**src/rtl/rfphoenix_branch_resolve.sv**
```systemverilog
// Branch resolution stage: registers the evaluated branch, detects mispredictions, and drives the
// fetch redirect, the flush pulse, the predictor update and the performance counters.
module rfphoenix_branch_resolve #(
    parameter int unsigned AWID       = 32,
    parameter int unsigned TIDW       = 2,
    parameter int unsigned INSN_BYTES = 5,
    parameter int unsigned CNTW       = 32
) (
    input  logic            clk,
    input  logic            rst,
    input  logic            valid_i,
    output logic            ready_o,
    input  logic [TIDW-1:0] tid_i,
    input  logic [AWID-1:0] pc_i,
    input  logic [AWID-1:0] target_i,
    input  logic            pred_taken_i,
    input  logic            takb_i,
    output logic            redirect_v_o,
    output logic [TIDW-1:0] redirect_tid_o,
    output logic [AWID-1:0] redirect_pc_o,
    input  logic            redirect_ack_i,
    output logic            flush_o,
    output logic [TIDW-1:0] flush_tid_o,
    output logic            bpu_v_o,
    output logic [TIDW-1:0] bpu_tid_o,
    output logic [AWID-1:0] bpu_pc_o,
    output logic            bpu_taken_o,
    output logic [CNTW-1:0] br_cnt_o,
    output logic [CNTW-1:0] mis_cnt_o
);

    typedef enum logic [0:0] {StIdle, StRedirect} state_e;

    state_e          state_q, state_d;
    logic [TIDW-1:0] redirect_tid_q;
    logic [AWID-1:0] redirect_pc_q;
    logic            flush_q;
    logic [TIDW-1:0] flush_tid_q;
    logic            bpu_v_q;
    logic [TIDW-1:0] bpu_tid_q;
    logic [AWID-1:0] bpu_pc_q;
    logic            bpu_taken_q;
    logic [CNTW-1:0] br_cnt_q, br_cnt_d;
    logic [CNTW-1:0] mis_cnt_q, mis_cnt_d;

    logic            xfer;
    logic            mis_xfer;
    logic [AWID-1:0] correct_pc;

    // An ack frees the slot in the same cycle, so a new branch can ride along with it.
    assign ready_o    = (state_q == StIdle) | redirect_ack_i;
    assign xfer       = valid_i & ready_o;
    assign mis_xfer   = xfer & (takb_i ^ pred_taken_i);
    assign correct_pc = takb_i ? target_i : pc_i + AWID'(INSN_BYTES);

    always_comb begin
        state_d = state_q;
        unique case (state_q)
            StIdle: begin
                if (mis_xfer) state_d = StRedirect;
            end
            StRedirect: begin
                if (mis_xfer)            state_d = StRedirect;
                else if (redirect_ack_i) state_d = StIdle;
            end
            default: state_d = StIdle;
        endcase
    end

    always_comb begin
        br_cnt_d  = br_cnt_q;
        mis_cnt_d = mis_cnt_q;
        if (xfer && (br_cnt_q != '1))      br_cnt_d  = br_cnt_q + CNTW'(1);
        if (mis_xfer && (mis_cnt_q != '1)) mis_cnt_d = mis_cnt_q + CNTW'(1);
    end

    always_ff @(posedge clk) begin
        if (rst) begin
            state_q        <= StIdle;
            redirect_tid_q <= '0;
            redirect_pc_q  <= '0;
            flush_q        <= 1'b0;
            flush_tid_q    <= '0;
            bpu_v_q        <= 1'b0;
            bpu_tid_q      <= '0;
            bpu_pc_q       <= '0;
            bpu_taken_q    <= 1'b0;
            br_cnt_q       <= '0;
            mis_cnt_q      <= '0;
        end else begin
            state_q   <= state_d;
            flush_q   <= mis_xfer;
            bpu_v_q   <= xfer;
            br_cnt_q  <= br_cnt_d;
            mis_cnt_q <= mis_cnt_d;
            if (xfer) begin
                bpu_tid_q   <= tid_i;
                bpu_pc_q    <= pc_i;
                bpu_taken_q <= takb_i;
            end
            // Only mispredicts touch the redirect target, keeping it stable while it is held.
            if (mis_xfer) begin
                redirect_tid_q <= tid_i;
                redirect_pc_q  <= correct_pc;
                flush_tid_q    <= tid_i;
            end
        end
    end

    assign redirect_v_o   = (state_q == StRedirect);
    assign redirect_tid_o = redirect_tid_q;
    assign redirect_pc_o  = redirect_pc_q;
    assign flush_o        = flush_q;
    assign flush_tid_o    = flush_tid_q;
    assign bpu_v_o        = bpu_v_q;
    assign bpu_tid_o      = bpu_tid_q;
    assign bpu_pc_o       = bpu_pc_q;
    assign bpu_taken_o    = bpu_taken_q;
    assign br_cnt_o       = br_cnt_q;
    assign mis_cnt_o      = mis_cnt_q;

endmodule

```
**config.mk**
```make
export PLATFORM = sky130hd
export DESIGN_NAME = rfphoenix_branch_resolve
export DESIGN_NICKNAME = d
export VERILOG_FILES = /design/src/rtl/rfphoenix_branch_resolve.sv
export SDC_FILE = /design/constraint.sdc
export NUM_CORES = 1
export LEC_CHECK = 0
export ABC_AREA = 1
export BUFFER_PORTS_ARGS = -buffer_cell sky130_fd_sc_hd__buf_2
export CAP_MARGIN = 20
export CORE_MARGIN = 5
export CORE_UTILIZATION = 38
export CTS_BUF_LIST = sky130_fd_sc_hd__clkbuf_16
export CTS_CLUSTER_DIAMETER = 30
export DETAILED_ROUTE_END_ITERATION = 8
export PLACE_DENSITY = 0.62
export SYNTH_ARGS = -nofsm -noshare
export SYNTH_HDL_FRONTEND = slang
export SYNTH_SLANG_ARGS = --single-unit
```
**constraint.sdc**
```tcl
create_clock -name clk -period 3.65 [get_ports clk]
set_input_delay 0.365 -clock clk [delete_from_list [all_inputs] [get_ports clk]]
set_output_delay 0.365 -clock clk [all_outputs]
set_load 0.01 [all_outputs]
```
=== Word-level counts from Yosys, hierarchy flattened ===
Cells that the tools add are included.
W data, S select, Z words.

* Register bits after elaboration: 136
* Input bits: 72
* Output and inout port bits: 139
* Logic and storage cells: 27

* Add/sub/neg operators: 3
* Equality and inequality tests: 2
* Mux-type cells: 5
* Bitwise logic cells: 5
* Reductions and logical operators: 2

{| class="wikitable"
|+ Operators by type and width
! kind !! number
|-
| $add A32 B1 Y32 const B || 2
|-
| $ne A32 B32 Y1 const B || 2
|-
| $add A32 B3 Y32 const B || 1
|-
| $mux W32 || 1
|-
| $mux W1 || 3
|-
| $and A1 B1 Y1 || 2
|-
| $logic_and A1 B1 Y1 || 2
|-
| $pmux W1 S2 || 1
|-
| $not A1 Y1 || 1
|-
| $or A1 B1 Y1 || 1
|-
| $xor A1 B1 Y1 || 1
|}

=== Logic depth before layout (Yosys ltp) ===
Gate-level depths: netlist of run 1.

* Word-level depth: 6
* Mapped depth: 13
* Gate-level depth less buffers: 12

=== Worst setup path after synthesis of run 1 ===
OpenSTA, ideal clock, no wires.

* Path type: register to register
* Start point: register br_cnt_q[0], in the netlist br_cnt_o[0]
* End point: register br_cnt_q[24], in the netlist br_cnt_o[24]
* Library setup time: 0.113 ns
* Arrival time: 1.554 ns
* Data required time: 3.537 ns
* Setup slack: 1.983 ns
* Stages on the path, launching flop included: 14
* Buffers on the path: 1
* Period minus slack after synthesis: 1.667 ns
* Cell sequence: dfxtp_1 ha_1 nand2_2 nor2_4 nand2_2 nor2_2 nand2_2 nand2_4 inv_2 buf_6 nand2_1 nand2_1 nand2_1 nor2_1

* Word-level cells in the longest chain between the ends: 2
* Elaborated cells on any way between the ends: 3
* Those cells by class: add/sub (1); eq/ne (1); reduce/logical (1)

{| class="wikitable"
|+ RTL lines
! element !! line !! RTL
|-
| start, declared || 43 || <nowiki>logic [CNTW-1:0] br_cnt_q, br_cnt_d;</nowiki>
|-
| start signal, assigned || 94 || <nowiki>br_cnt_q <= br_cnt_d;</nowiki>
|-
| branches (longest 2 deep; another with $add A32 B1 Y32) || - ||
|}

Parallel ways; which one is timed is not known.
A chain may end at the register's enable or synchronous reset.

=== Worst setup path after layout of run 1 ===
* Start point: register mis_cnt_q[0], in the netlist mis_cnt_o[0]
* End point: register mis_cnt_q[17], in the netlist mis_cnt_o[17]

* Word-level cells in the longest chain between the ends: 2
* Elaborated cells on any way between the ends: 3
* Those cells by class: add/sub (1); eq/ne (1); reduce/logical (1)

{| class="wikitable"
|+ RTL lines
! element !! line !! RTL
|-
| start, declared || 44 || <nowiki>logic [CNTW-1:0] mis_cnt_q, mis_cnt_d;</nowiki>
|-
| start signal, assigned || 95 || <nowiki>mis_cnt_q <= mis_cnt_d;</nowiki>
|-
| branches (longest 2 deep; another with $add A32 B1 Y32) || - ||
|}

Parallel ways; which one is timed is not known.

==> results.toml, run 1 <==
[critical_path]
crit_path_start_kind = "register"
crit_fanout = 30
cp.required_ns = 3.93
reg2reg_depth = 12
crit_path_end_kind = "register"
worst-r2r-setup-slack_ns = 1.39
worstPathArrival_ns = 2.54
r2r-end = "mis_cnt_o[17]$_SDFFE_PP0P_"
r2r_start = "mis_cnt_o[0]$_SDFFE_PP0P_"
crit_type = "register to register"

[pwr]
irDropWorstVdd_mv = 0.276
p_leak_uw = 0.00419
powerDensity_nw_per_um2 = 410

[floorplan]
ios = 211
dieArea_um2 = 23300
fp.dieW_um = 153
rows = 52
core_area_um2 = 20200
start_util_pct = 38.3
die_h_um = 153

[synth]
ys_ff_latch = 136
yosysSeqAreaShare_pct = 35.2
synth_cell_types = 31
synth_nets = 1287
ys_warn_count = 0
syn-instance-count = 1212
syn_avg_cell_area_um2 = 6.38
syn-cell-area_um2 = 7730

[clock_tree]
clk_pin_slew_ns = 0.06
cts_setup_buffers = 0
clock_latency_ns = 0.42
cts_made_buffers = 17
clock_sinks = 136
htreeDepth = 4
post_cts_resize_count = 0
cts_tree = "built"
cts_hold_buf = 0
cts_root_buf = "clkbuf_16"
clockBufferDepth = 2

[finish]
syn2layout_area_growth_pct = 23.4
fillers = 2119
fin_area_um2 = 9540
regArea_um2 = 2720
multi_input_area_um2 = 4460
layout-drive-gt1-share_pct = 22.6
nets = 1475

[sta]
rsz0062_at_grt = "false"
post-route-min-period_ns = 2.26
slew_headroom_pct = 35.5
holdWs_ns = 0.213
worstMarginPinSlew_ns = 0.967
final_hold_viol_count = 0
tns_ns = 0
setup_violations = 0
clock_skew_ns = 0.00818
slew_violations = 0
fmax_mhz = 442
period_share_pct = 61.9

[flow_run]
drv_cap = 0

[routing]
route.vias.total = 8332
drt_iter0_markers = 539
via_per_inst = 4.95
wl_mm = 26.8
drc = 0
firstDrtPassIters = 8
detail-route-antenna-nets = 0
wl_per_cell_um = 15.9

[global_route]
grt_pass1_vias = 7629
grt-ovfl-total = 0
antenna_found_initial = 5
grt.total_usage_pct = 22.4
grt_max_degree = 71
grt_pass1_wl_mm = 42.2

[placed_design]
hpwl_mm = 20.0
placed_area_um2 = 8890
portBuffers = 210
gp_congestion = 0.916

[worst_hold_path]
min_path_cells = 3
min_path_type = "input pin to register"
hold-path-endpoint = "flush_tid_o[0]$_SDFFE_PP0P_"
hp-start = "tid_i[0]"

[outcome]
status = "complete, no violations"
==> cells by family (layout without fill, tap and decap cells) <==
logic type	count (synthesis)	in the layout	share of synthesized area (%)
buffers and inverters	122	323	7.17
adder cells (fa/ha/maj)	3	3	0.485
flip-flops	136	136	35.2
AND/OR/NAND/NOR	711	711	39.1
other	0	1	0
XOR/XNOR	33	33	3.74
AO/OA/AOI/OAI	207	207	14.3
==> final cells by class <==
cell class | instances | share of cell area, %
inverter | 74 | 2.91
multi-input combinational | 954 | 46.7
timing repair buffer | 217 | 11.7
tap | 270 | 3.54
clock inverter | 15 | 2.11
sequential | 136 | 28.5
antenna | 1 | 0.0262
clock buffer | 17 | 4.46
==> power breakdown <==
part | total, µW | switching [µW] | internal [µW]
combinational | 455 | 306 | 149
clock | 1870 | 722 | 1150
sequential | 1590 | 35.5 | 1550
total | 3910 | 1060 | 2850
==> registers in the layout, indices dropped and copies added, names as in the netlist <==
name	cells
mis_cnt_o	32
bpu_taken_o	1
flush_o	1
br_cnt_o	32
bpu_tid_o	2
redirect_pc_o	32
flush_tid_o	2
bpu_pc_o	32
redirect_v_o	1
bpu_v_o	1
==> per-layer routing <==
metal	global-route usage (%)	vias to the layer above	wire length, µm
met5	0	-	50
met4	6.19	8	494
met3	6.02	44	1940
met2	37.7	289	12800
met1	28.4	3746	11500
li1	-	4245	-
==> worst max path at each step <==
stage | start | endpoint | slack [ns] | cells past startpoint
2_1_floorplan | br_cnt_o[0]$_SDFFE_PP0P_ | br_cnt_o[24]$_SDFFE_PP0P_ | 1.98 | 13
3_3_place_gp | takb_i | redirect_pc_o[16]$_SDFFE_PP0P_ | 1.32 | 7
3_5_place_dp | redirect_ack_i | mis_cnt_o[17]$_SDFFE_PP0P_ | 1.28 | 11
4_1_cts | mis_cnt_o[0]$_SDFFE_PP0P_ | mis_cnt_o[17]$_SDFFE_PP0P_ | 1.40 | 12
5_1_grt | mis_cnt_o[0]$_SDFFE_PP0P_ | mis_cnt_o[17]$_SDFFE_PP0P_ | 1.20 | 12
6_report | mis_cnt_o[0]$_SDFFE_PP0P_ | mis_cnt_o[17]$_SDFFE_PP0P_ | 1.39 | 12
==> stage by stage <==
stage	setup WS [ns]	power (µW)	utilization, %	std cells
floorplan	1.98	1880	-	1212
global placement	1.32	2070	44.1	1650
detailed placement	1.28	2070	44.1	1650
CTS	1.40	3950	47.2	1682
global route	1.20	4060	47.3	1684
finish	1.39	3910	47.3	1684
==> cells in the mapped netlist <==
master / number / share of area [%]
a21oi_1: 116 / 7.5
nor2_2: 12 / 0.97
clkinv_1: 2 / 0.097
o21ai_1: 1 / 0.065
xnor2_1: 10 / 1.1
inv_1: 65 / 3.2
o21ai_0: 70 / 4.5
nand4_1: 10 / 0.81
buf_12: 3 / 0.78
nand2_4: 4 / 0.58
ha_1: 3 / 0.49
buf_1: 4 / 0.19
nand3_1: 47 / 3.0
nand3b_1: 18 / 1.7
nand2_2: 20 / 1.6
buf_4: 6 / 0.58
inv_2: 7 / 0.34
nor2_8: 2 / 0.52
a21oi_2: 18 / 2.0
o31ai_1: 1 / 0.097
nand2_1: 393 / 19
nor2_4: 5 / 0.73
dfxtp_1: 136 / 35
clkbuf_1: 25 / 1.2
buf_2: 8 / 0.52
nor3_1: 8 / 0.52
nand3_2: 2 / 0.26
xor2_1: 23 / 2.6
a31oi_1: 1 / 0.081
nor2_1: 190 / 9.2
buf_6: 2 / 0.29
==> critical path, cell delays in order, from the launching register on <==
cell and delay, ns:
dfxtp_1 0.40, ha_1 0.22, nand3_2 0.12, inv_2 0.10
nand2_4 0.09, nor2_8 0.16, nand2_4 0.07, nand2_4 0.31
inv_2 0.33, nand2_1 0.13, nand2_1 0.06, nand2_1 0.06
nor2_1 0.04
==> layout by cell type (no fill, tap or decap), types with 6 or more instances in the layout <==
cell type	netlist	routed
nand3_1	47	47
a21oi_1	116	116
clkbuf_16	0	17
nand4_1	10	10
xor2_1	23	23
nand2_1	393	393
nor2_2	12	12
o21ai_0	70	70
inv_1	65	64
buf_4	6	6
a21oi_2	18	18
nor2_1	190	190
nor3_1	8	8
inv_2	7	8
nand3b_1	18	18
nand2_2	20	20
buf_2	8	210
dfxtp_1	136	136
xnor2_1	10	10
(Power assumes the default switching activity.)
==> run 2: changes to the inputs <==
==> constraint.sdc (replaced) <==
create_clock -name clk -period 2.28 [get_ports clk]
set_input_delay 0.228 -clock clk [delete_from_list [all_inputs] [get_ports clk]]
set_output_delay 0.228 -clock clk [all_outputs]
set_load 0.01 [all_outputs]
==> run 2 against run 1 <==
Clock power rose by 50%. Sequential power rose by 60%. Non-clock buffer count rose by 10. Final cell count rose by 0.53%. Critical path type unchanged. Maximum frequency rose by 15%. Die area did not move. Worst setup slack got worse by 1.1 ns. Global-route usage rose by 0.42 points. Flip-flop and latch count did not move. Critical endpoint is now br_cnt_o[18]$_SDFFE_PP0P_. Highest routed layer unchanged.
==> results.toml, run 2 (synthesis gave the netlist of run 1 again) <==
[global_route]
grt_pass1_wl_mm = 42.8
antenna_found_initial = 6
grt_max_degree = 67
grt_pass1_vias = 7904
met2_usage_pct = 37.2
grt_use_met3_pct = 6.42
busiest_layer = "met2"
grt.total_usage_pct = 22.8
grt-ovfl-total = 0
gr-usage-met1_pct = 28.4

[floorplan]
start_util_pct = 38.3
die_h_um = 153
rows = 52
ios = 211
fp.dieW_um = 153
core_area_um2 = 20200
dieArea_um2 = 23300

[clock_tree]
clock_latency_ns = 0.42
clk_pin_slew_ns = 0.06
cts_made_buffers = 17
cts_setup_buffers = 0
post_cts_resize_count = 0
clock_sinks = 136
cts_tree = "built"
cts_root_buf = "clkbuf_16"
clockBufferDepth = 2
htreeDepth = 4
cts_hold_buf = 0

[routing]
drt_iter0_markers = 507
route.vias.total = 8390
detail-route-antenna-nets = 0
wl_per_cell_um = 16.1
via_per_inst = 4.96
drc = 0
firstDrtPassIters = 4
wl_mm = 27.3

[critical_path]
crit_fanout = 30
worstPathArrival_ns = 2.24
r2r_start = "br_cnt_o[0]$_SDFFE_PP0P_"
crit_buf_inv = 1
crit_path_start_kind = "register"
crit_family = "simple AND/OR/NAND/NOR gates"
cp.required_ns = 2.55
cpPeakStageDelay_ns = 0.38
critical_path.cell_chain = "ha_1 > nand2_2 > nor2_4 > nand2_2 > nor2_2 > nand2_2 > nand2_4 > inv_4 > nand2_1 > nand2_1 > nand2_1 > nor2_1"
crit_path_end_kind = "register"
crit_type = "register to register"
worst_path_max_delay_cell = "dfxtp_1"
worstSetupStartpoint = "br_cnt_o[0]$_SDFFE_PP0P_"

[finish]
syn2layout_area_growth_pct = 24.2
antenna_cells = 0
layout-drive-gt1-share_pct = 22.8
multi_input_area_um2 = 4460
fillers = 2181
final_common_cell = "nand2_1"
regArea_um2 = 2720
nets = 1485
fin_util_pct = 47.6
layout_common_cells = "nand2_1 (393), buf_2 (210), nor2_1 (190), dfxtp_1 (136), a21oi_1 (116)"

[pwr]
p_leak_uw = 0.00424
powerDensity_nw_per_um2 = 636
irDropWorstVdd_mv = 0.460
power.total_uw = 6100

[outcome]
status = "complete, no violations"

[worst_hold_path]
hp-start = "target_i[1]"
min_path_type = "input pin to register"

[sta]
worstMarginPinSlew_ns = 0.873
setup_violations = 0
tns_ns = 0
setup_ws_ns = 0.313
slew_headroom_pct = 41.8
fmax_mhz = 508
clock_skew_ns = 0.00527
post-route-min-period_ns = 1.97
rsz0062_at_grt = "false"
final_hold_viol_count = 0
period_share_pct = 86.3
slew_violations = 0

[placed_design]
post-place-ws_ns = 0.182
gp_congestion = 0.951
portBuffers = 210
hpwl_mm = 20.7

[flow_run]
drv_cap = 0
==> run 2: cell count changes in the layout (fill, tap and decap cells not counted), sizes merged <==
cell      delta
bufinv       -1
buf         +10
clkinvlp     +1
diode        -1
==> run 2: stage by stage <==
step	instance area (µm²)	instances	hold slack, ns
floorplan	7730	1212	0.356
global placement	9010	1661	0.452
detailed placement	9010	1661	0.459
CTS	9600	1693	0.0533
global route	9600	1693	0.0793
finish	9600	1693	0.0659
==> run 2: area by class of cell <==
| class | instances | area share (%) |
|---|---|---|
| timing repair buffer | 227 | 12.7 |
| tap | 270 | 3.52 |
| multi-input combinational | 954 | 46.4 |
| clock buffer | 17 | 4.43 |
| inverter | 74 | 2.92 |
| sequential | 136 | 28.4 |
| clock inverter | 15 | 1.69 |
==> run 2: path summary, 6_finish.rpt <==
kind / end / slack (ns) / cells past startpoint
worst max-delay path: br_cnt_o[18]$_SDFFE_PP0P_ / 0.31 / 12
worst min-delay path: redirect_pc_o[1]$_SDFFE_PP0P_ / 0.07 / 3
worst max register to register: br_cnt_o[18]$_SDFFE_PP0P_ / 0.31 / 12
worst min register to register: redirect_pc_o[27]$_SDFFE_PP0P_ / 0.47 / 2
==> run 2: routing by layer <==
layer	part of all wire [%]	up-vias	routed length, µm
li1	-	4283	-
met1	43	3771	11800
met2	46	260	12600
met3	6.8	64	1860
met4	3.4	12	928
met5	0.23	-	63
==> run 2: worst reg2reg max path, stage by stage, from the launching register on <==
cell and delay (ns):
dfxtp_1 0.38, ha_1 0.24, nand2_2 0.09, nor2_4 0.14, nand2_2 0.11, nor2_2 0.15
nand2_2 0.09, nand2_4 0.21, inv_4 0.19, nand2_1 0.10, nand2_1 0.05, nand2_1 0.05
nor2_1 0.04
==> run 2: power breakdown <==
group          internal (µW)  switching, µW
combinational            251            494
clock                   1700           1110
sequential              2480           60.9
